==> src/rtl/ibex_pkg.sv <==
// ibex_pkg: shared types for the Ibex instruction fetch path.
package ibex_pkg;
  typedef enum logic [1:0] {EMPTY, STASHED, SKIP} realign_state_e;
endpackage

==> src/rtl/ibex_instr_realign.sv <==
// ibex_instr_realign: splits word-aligned fetch data into 16/32-bit instructions
// with their PCs, carrying a halfword across word boundaries.
module ibex_instr_realign
  import ibex_pkg::*;
(
  input  logic        clk_i,
  input  logic        rst_i,
  input  logic [31:0] boot_addr_i,
  input  logic        branch_i,
  input  logic [31:0] branch_addr_i,
  input  logic        fetch_valid_i,
  input  logic [31:0] fetch_rdata_i,
  input  logic        fetch_err_i,
  output logic        fetch_ready_o,
  output logic        out_valid_o,
  input  logic        out_ready_i,
  output logic [31:0] out_rdata_o,
  output logic [31:0] out_addr_o,
  output logic        out_compressed_o,
  output logic        out_err_o
);
  realign_state_e r_state, w_state_n;
  logic [15:0] r_stash, w_stash_n;
  logic        r_stash_err, w_stash_err_n;
  logic [31:0] r_pc;
  logic        w_valid, w_take, w_err;
  logic [31:0] w_rdata;
  logic [15:0] w_lo, w_hi;
  logic        w_lo_c, w_hi_c, w_st_c;
  assign w_lo   = fetch_rdata_i[15:0];
  assign w_hi   = fetch_rdata_i[31:16];
  assign w_lo_c = w_lo[1:0] != 2'b11;
  assign w_hi_c = w_hi[1:0] != 2'b11;
  assign w_st_c = r_stash[1:0] != 2'b11;
  // Transitions use raw handshakes; branch and reset override them in the register block.
  always_comb begin
    w_state_n     = r_state;
    w_stash_n     = r_stash;
    w_stash_err_n = r_stash_err;
    w_valid       = 1'b0;
    w_take        = 1'b0;
    w_rdata       = fetch_rdata_i;
    w_err         = fetch_err_i;
    case (r_state)
      STASHED: begin
        if (w_st_c) begin
          w_valid = 1'b1;
          w_rdata = {16'h0, r_stash};
          w_err   = r_stash_err;
          if (out_ready_i) w_state_n = EMPTY;
        end else begin
          w_valid = fetch_valid_i;
          w_rdata = {w_lo, r_stash};
          w_err   = r_stash_err | fetch_err_i;
          if (fetch_valid_i && out_ready_i) begin
            w_take        = 1'b1;
            w_stash_n     = w_hi;
            w_stash_err_n = fetch_err_i;
          end
        end
      end
      SKIP: begin
        if (w_hi_c) begin
          w_valid = fetch_valid_i;
          w_rdata = {16'h0, w_hi};
          if (fetch_valid_i && out_ready_i) begin
            w_take    = 1'b1;
            w_state_n = EMPTY;
          end
        end else if (fetch_valid_i) begin
          w_take        = 1'b1;
          w_stash_n     = w_hi;
          w_stash_err_n = fetch_err_i;
          w_state_n     = STASHED;
        end
      end
      default: begin
        w_valid = fetch_valid_i;
        w_rdata = w_lo_c ? {16'h0, w_lo} : fetch_rdata_i;
        if (fetch_valid_i && out_ready_i) begin
          w_take = 1'b1;
          if (w_lo_c) begin
            w_stash_n     = w_hi;
            w_stash_err_n = fetch_err_i;
            w_state_n     = STASHED;
          end
        end
      end
    endcase
  end
  assign out_valid_o      = w_valid && !branch_i && !rst_i;
  assign fetch_ready_o    = !rst_i && (branch_i || w_take);
  assign out_rdata_o      = w_rdata;
  assign out_addr_o       = r_pc;
  assign out_compressed_o = w_rdata[1:0] != 2'b11;
  assign out_err_o        = w_err;
  always_ff @(posedge clk_i) begin
    if (rst_i) begin
      r_state     <= EMPTY;
      r_stash     <= 16'h0;
      r_stash_err <= 1'b0;
      r_pc        <= boot_addr_i & ~32'h3;
    end else if (branch_i) begin
      r_state     <= branch_addr_i[1] ? SKIP : EMPTY;
      r_stash     <= 16'h0;
      r_stash_err <= 1'b0;
      r_pc        <= branch_addr_i & ~32'h1;
    end else begin
      r_state     <= w_state_n;
      r_stash     <= w_stash_n;
      r_stash_err <= w_stash_err_n;
      if (out_valid_o && out_ready_i) r_pc <= r_pc + (out_compressed_o ? 32'd2 : 32'd4);
    end
  end
endmodule

==> config.mk <==
export PLATFORM = sky130hd
export DESIGN_NAME = ibex_instr_realign
export DESIGN_NICKNAME = d
export VERILOG_FILES = /design/src/rtl/ibex_pkg.sv /design/src/rtl/ibex_instr_realign.sv
export SDC_FILE = /design/constraint.sdc
export NUM_CORES = 1
export LEC_CHECK = 0
export ABC_CLOCK_PERIOD_IN_PS = 7200
export CAP_MARGIN = 20
export CORE_MARGIN = 5
export CORE_UTILIZATION = 46
export DETAILED_ROUTE_END_ITERATION = 10
export PLACE_DENSITY = 0.95
export SLEW_MARGIN = 20
export SYNTH_ARGS = -nofsm -noshare
export SYNTH_HDL_FRONTEND = slang
export SYNTH_SLANG_ARGS = --single-unit
==> constraint.sdc <==
create_clock -name clk_i -period 7.2 [get_ports clk_i]
set_input_delay 0.72 -clock clk_i [delete_from_list [all_inputs] [get_ports clk_i]]
set_output_delay 0.72 -clock clk_i [all_outputs]
set_load 0.05 [all_outputs]
==> flow_summary.yaml <==
worst_setup_path:
  reg2regPathDepth: 14
  path_cells: "inv_1, ha_1, and3_1, nor2b_1, a22oi_1, nor2_1, clkdlybuf4s50_1"
  crit_family: "simple AND/OR/NAND/NOR gates"
  crit_buf_inv: 2
  setup.worst_path.start_class: "flop"
  rr_endpoint: "out_addr_o[9]$_DFFE_PP_"
  critical_path_class: "reg2out"
  slowest_delay_ns: 0.82
  timing.critical_path.required_ns: 6.48
  reg2reg_from: "r_state[1]$_SDFFE_PP0P_"
  cp.arrival_ns: 4.13
  cp-end-kind: "output port"
  r2r_setup_slack_ns: 3.51
  crit_slowest_cell: "nor2b_1"
  path_max_fanout: 25
die:
  dieWidth_um: 99.4
  fp.dieH_um: 99.4
  ios: 170
  die-area_um2: 9880
  rows: 32
  start_util: 0.473
  core_um2: 7770
yosys:
  synth_edf_count: 30
  netlist-cell-type-count: 51
  syn_nets: 552
  ys_warn_count: 0
  ys_top_cells_by_count: "59 x nand2_1, 43 x a22oi_1, 37 x o21ai_0, 36 x nand3_1, 30 x edfxtp_1"
  async_flop_share: 0
  synth.most_common_cell: "nand2_1"
  syn-cell-area_um2: 3680
  synth_flop_cell: "edfxtp_1"
  yosysTopAreaCell: "edfxtp_1"
  synth_top_area_frac: 0.245
  ys_top_cells_by_area: "edfxtp_1 24%, dfxtp_1 11%, a22oi_1 8.8%, nand2_1 6.0%, o21ai_0 5.0%"
  syn_inst: 445
  synth_seq_area_share: 0.354
  synth-seq-cells: 50
  syn_area_per_cell_um2: 8.26
sta:
  rsz0062_at_grt: "no"
  skew_ns: 0.0176
  finalSetupViolations: 0
  finalSetupTns_ns: 0
  fmax_mhz: 206
  relSlewSlack: 0.378
  worst_pin_slew_ns: 0.931
  hold_viol: 0
  min_period_ns: 4.85
  finalMaxSlewViolations: 0
  hold_ws_ns: 0.464
  period_share: 0.674
drt:
  drt_iter0_drc: 166
  drt-vias-per-instance: 5.78
  via_count: 3999
  ant_nets: 0
  drc: 0
  wire_per_inst_um: 17.4
  drt_pass1_iterations: 4
  drt-total-wl_um: 12100
clocking:
  postCtsResizedCells: 0
  clk_latency_ns: 0.31
  cts_sinks: 50
  cts-root-buf: "clkbuf_8"
  clkTransAtPathRegs_ns: 0.09
  numCtsBuffers: 5
  h-tree-depth: 2
  cts_hold_buf: 0
  cts_buffer_depth: 2
  post_cts_buffers: 0
  cts_tree: "yes"
place:
  place.gp.congestion: 0.875
  dp_hpwl_um: 9300
  port_buffers: 165
  dp_cells: 684
grt:
  grt_max_degree: 43
  grt_pass1_vias: 3940
  antenna_found_initial: 0
  grt_pass1_wl_um: 18800
  gr-total-overflow: 0
  gr-usage-all-layers: 0.230
power:
  internal-power_mw: 0.569
  leakage_nw: 1.96
  seqPwrFrac: 0.375
  power_mw: 0.968
  swShare: 0.412
  ir_drop_uv: 103
  p_comb_frac: 0.451
  power.clock.fraction: 0.174
  switchingPower_mw: 0.399
  powerDensity_nw_per_um2: 178
final_layout:
  area_growth_pct: 47.6
  antennaDiodeCount: 0
  final_nets: 696
  final_cell_count_no_fill: 692
  drive_above_1_share: 0.0492
job:
  max_cap_violations: 0
min_path:
  holdPathStages: 2
  hp-start: "r_stash[14]$_SDFFE_PP0P_"
  hold_class: "reg2reg"
  hold_path_end: "r_stash[14]$_SDFFE_PP0P_"
status:
  status: "complete, no violations"
## state kept, by name, indices dropped and copies added, names as in the netlist
name         count
r_stash_err      1
out_addr_o      31
r_stash         16
r_state          2
## power by group through the flow
stage	registers (mW)	clock network, mW	logic [mW]
6_report	0.363	0.168	0.436
5_1_grt	0.366	0.183	0.461
4_1_cts	0.362	0.169	0.438
3_5_place_dp	0.368	0	0.436
3_3_place_gp	0.366	0	0.428
2_1_floorplan	0.433	0	0.198
## cells by family after synthesis
logic type,Yosys count,share of synthesized area
AOI/OAI and AO/OA,156,0.273
xor gates and xnor gates,28,0.0667
adders and majority gates,5,0.0191
buffers and inverters,37,0.0486
DFF,50,0.354
muxes,7,0.0197
other,1,0.00102
and+or+nand+nor,161,0.218
## metrics by stage
step	utilization	cell area [um^2]	worst slack, ns
3_3_place_gp	0.687	5330	2.72
6_report	0.699	5430	2.35
5_1_grt	0.699	5430	1.95
4_1_cts	0.698	5420	2.35
2_1_floorplan	-	3680	2.80
3_5_place_dp	0.687	5330	2.68
## layer usage
metal	track usage	vias to the layer above	share of wire
li1	-	1931	-
met1	0.268	1842	0.37
met3	0.0575	16	0.11
met4	0.0599	0	0.013
met5	0	-	0
met2	0.419	210	0.51
## worst max path at each step
stage | cells after the start | from | slack, ns | endpoint
finish | 7 | r_state[1]$_SDFFE_PP0P_ | 2.35 | out_rdata_o[19]
floorplan | 14 | r_state[0]$_SDFFE_PP0P_ | 2.80 | out_addr_o[9]$_DFFE_PP_
CTS | 7 | r_state[1]$_SDFFE_PP0P_ | 2.35 | out_rdata_o[19]
detailed placement | 7 | r_state[1]$_SDFFE_PP0P_ | 2.68 | out_rdata_o[19]
global placement | 7 | r_state[1]$_SDFFE_PP0P_ | 2.72 | out_rdata_o[19]
global route | 7 | r_state[1]$_SDFFE_PP0P_ | 1.95 | out_rdata_o[31]
## area by class of cell
type / count / area [um^2]
Timing Repair Buffer: 169 / 1680
Multi-Input combinational cell: 358 / 2210
Inverter: 5 / 18.8
Tap cell: 102 / 128
Sequential cell: 50 / 1300
Fill cell: 592 / 2340
Clock inverter: 3 / 21.3
Clock buffer: 5 / 68.8
## cells in the final DEF, fill, tap and decap left out, types with 5 or more instances in the layout
cell type / Yosys / routed
a21o_1: 15 / 15
a21oi_1: 24 / 24
a22oi_1: 43 / 43
and3_1: 7 / 7
clkbuf_8: 0 / 5
clkdlybuf4s50_1: 0 / 165
dfxtp_1: 20 / 20
edfxtp_1: 30 / 30
mux2i_1: 5 / 5
nand2_1: 59 / 59
nand3_1: 36 / 36
nand4_1: 9 / 9
nor2_1: 28 / 26
o21ai_0: 37 / 37
o21ai_1: 12 / 12
o22ai_1: 6 / 6
xnor2_1: 7 / 7
xor2_1: 21 / 21
## worst reg2reg max path, cell delays in order (launching register included)
cell and delay (ns):
dfxtp_1 0.34, inv_1 0.06, ha_1 0.71, nand2_1 0.17
a21oi_1 0.18, nor2_1 0.05, a21oi_1 0.22, nand2_1 0.11
ha_1 0.22, fa_1 0.45, nand4_1 0.22, nor2_1 0.16
xnor2_1 0.17, o21ai_0 0.10, mux2_2 0.29
Note: power is estimated with default switching activity, not from simulation.
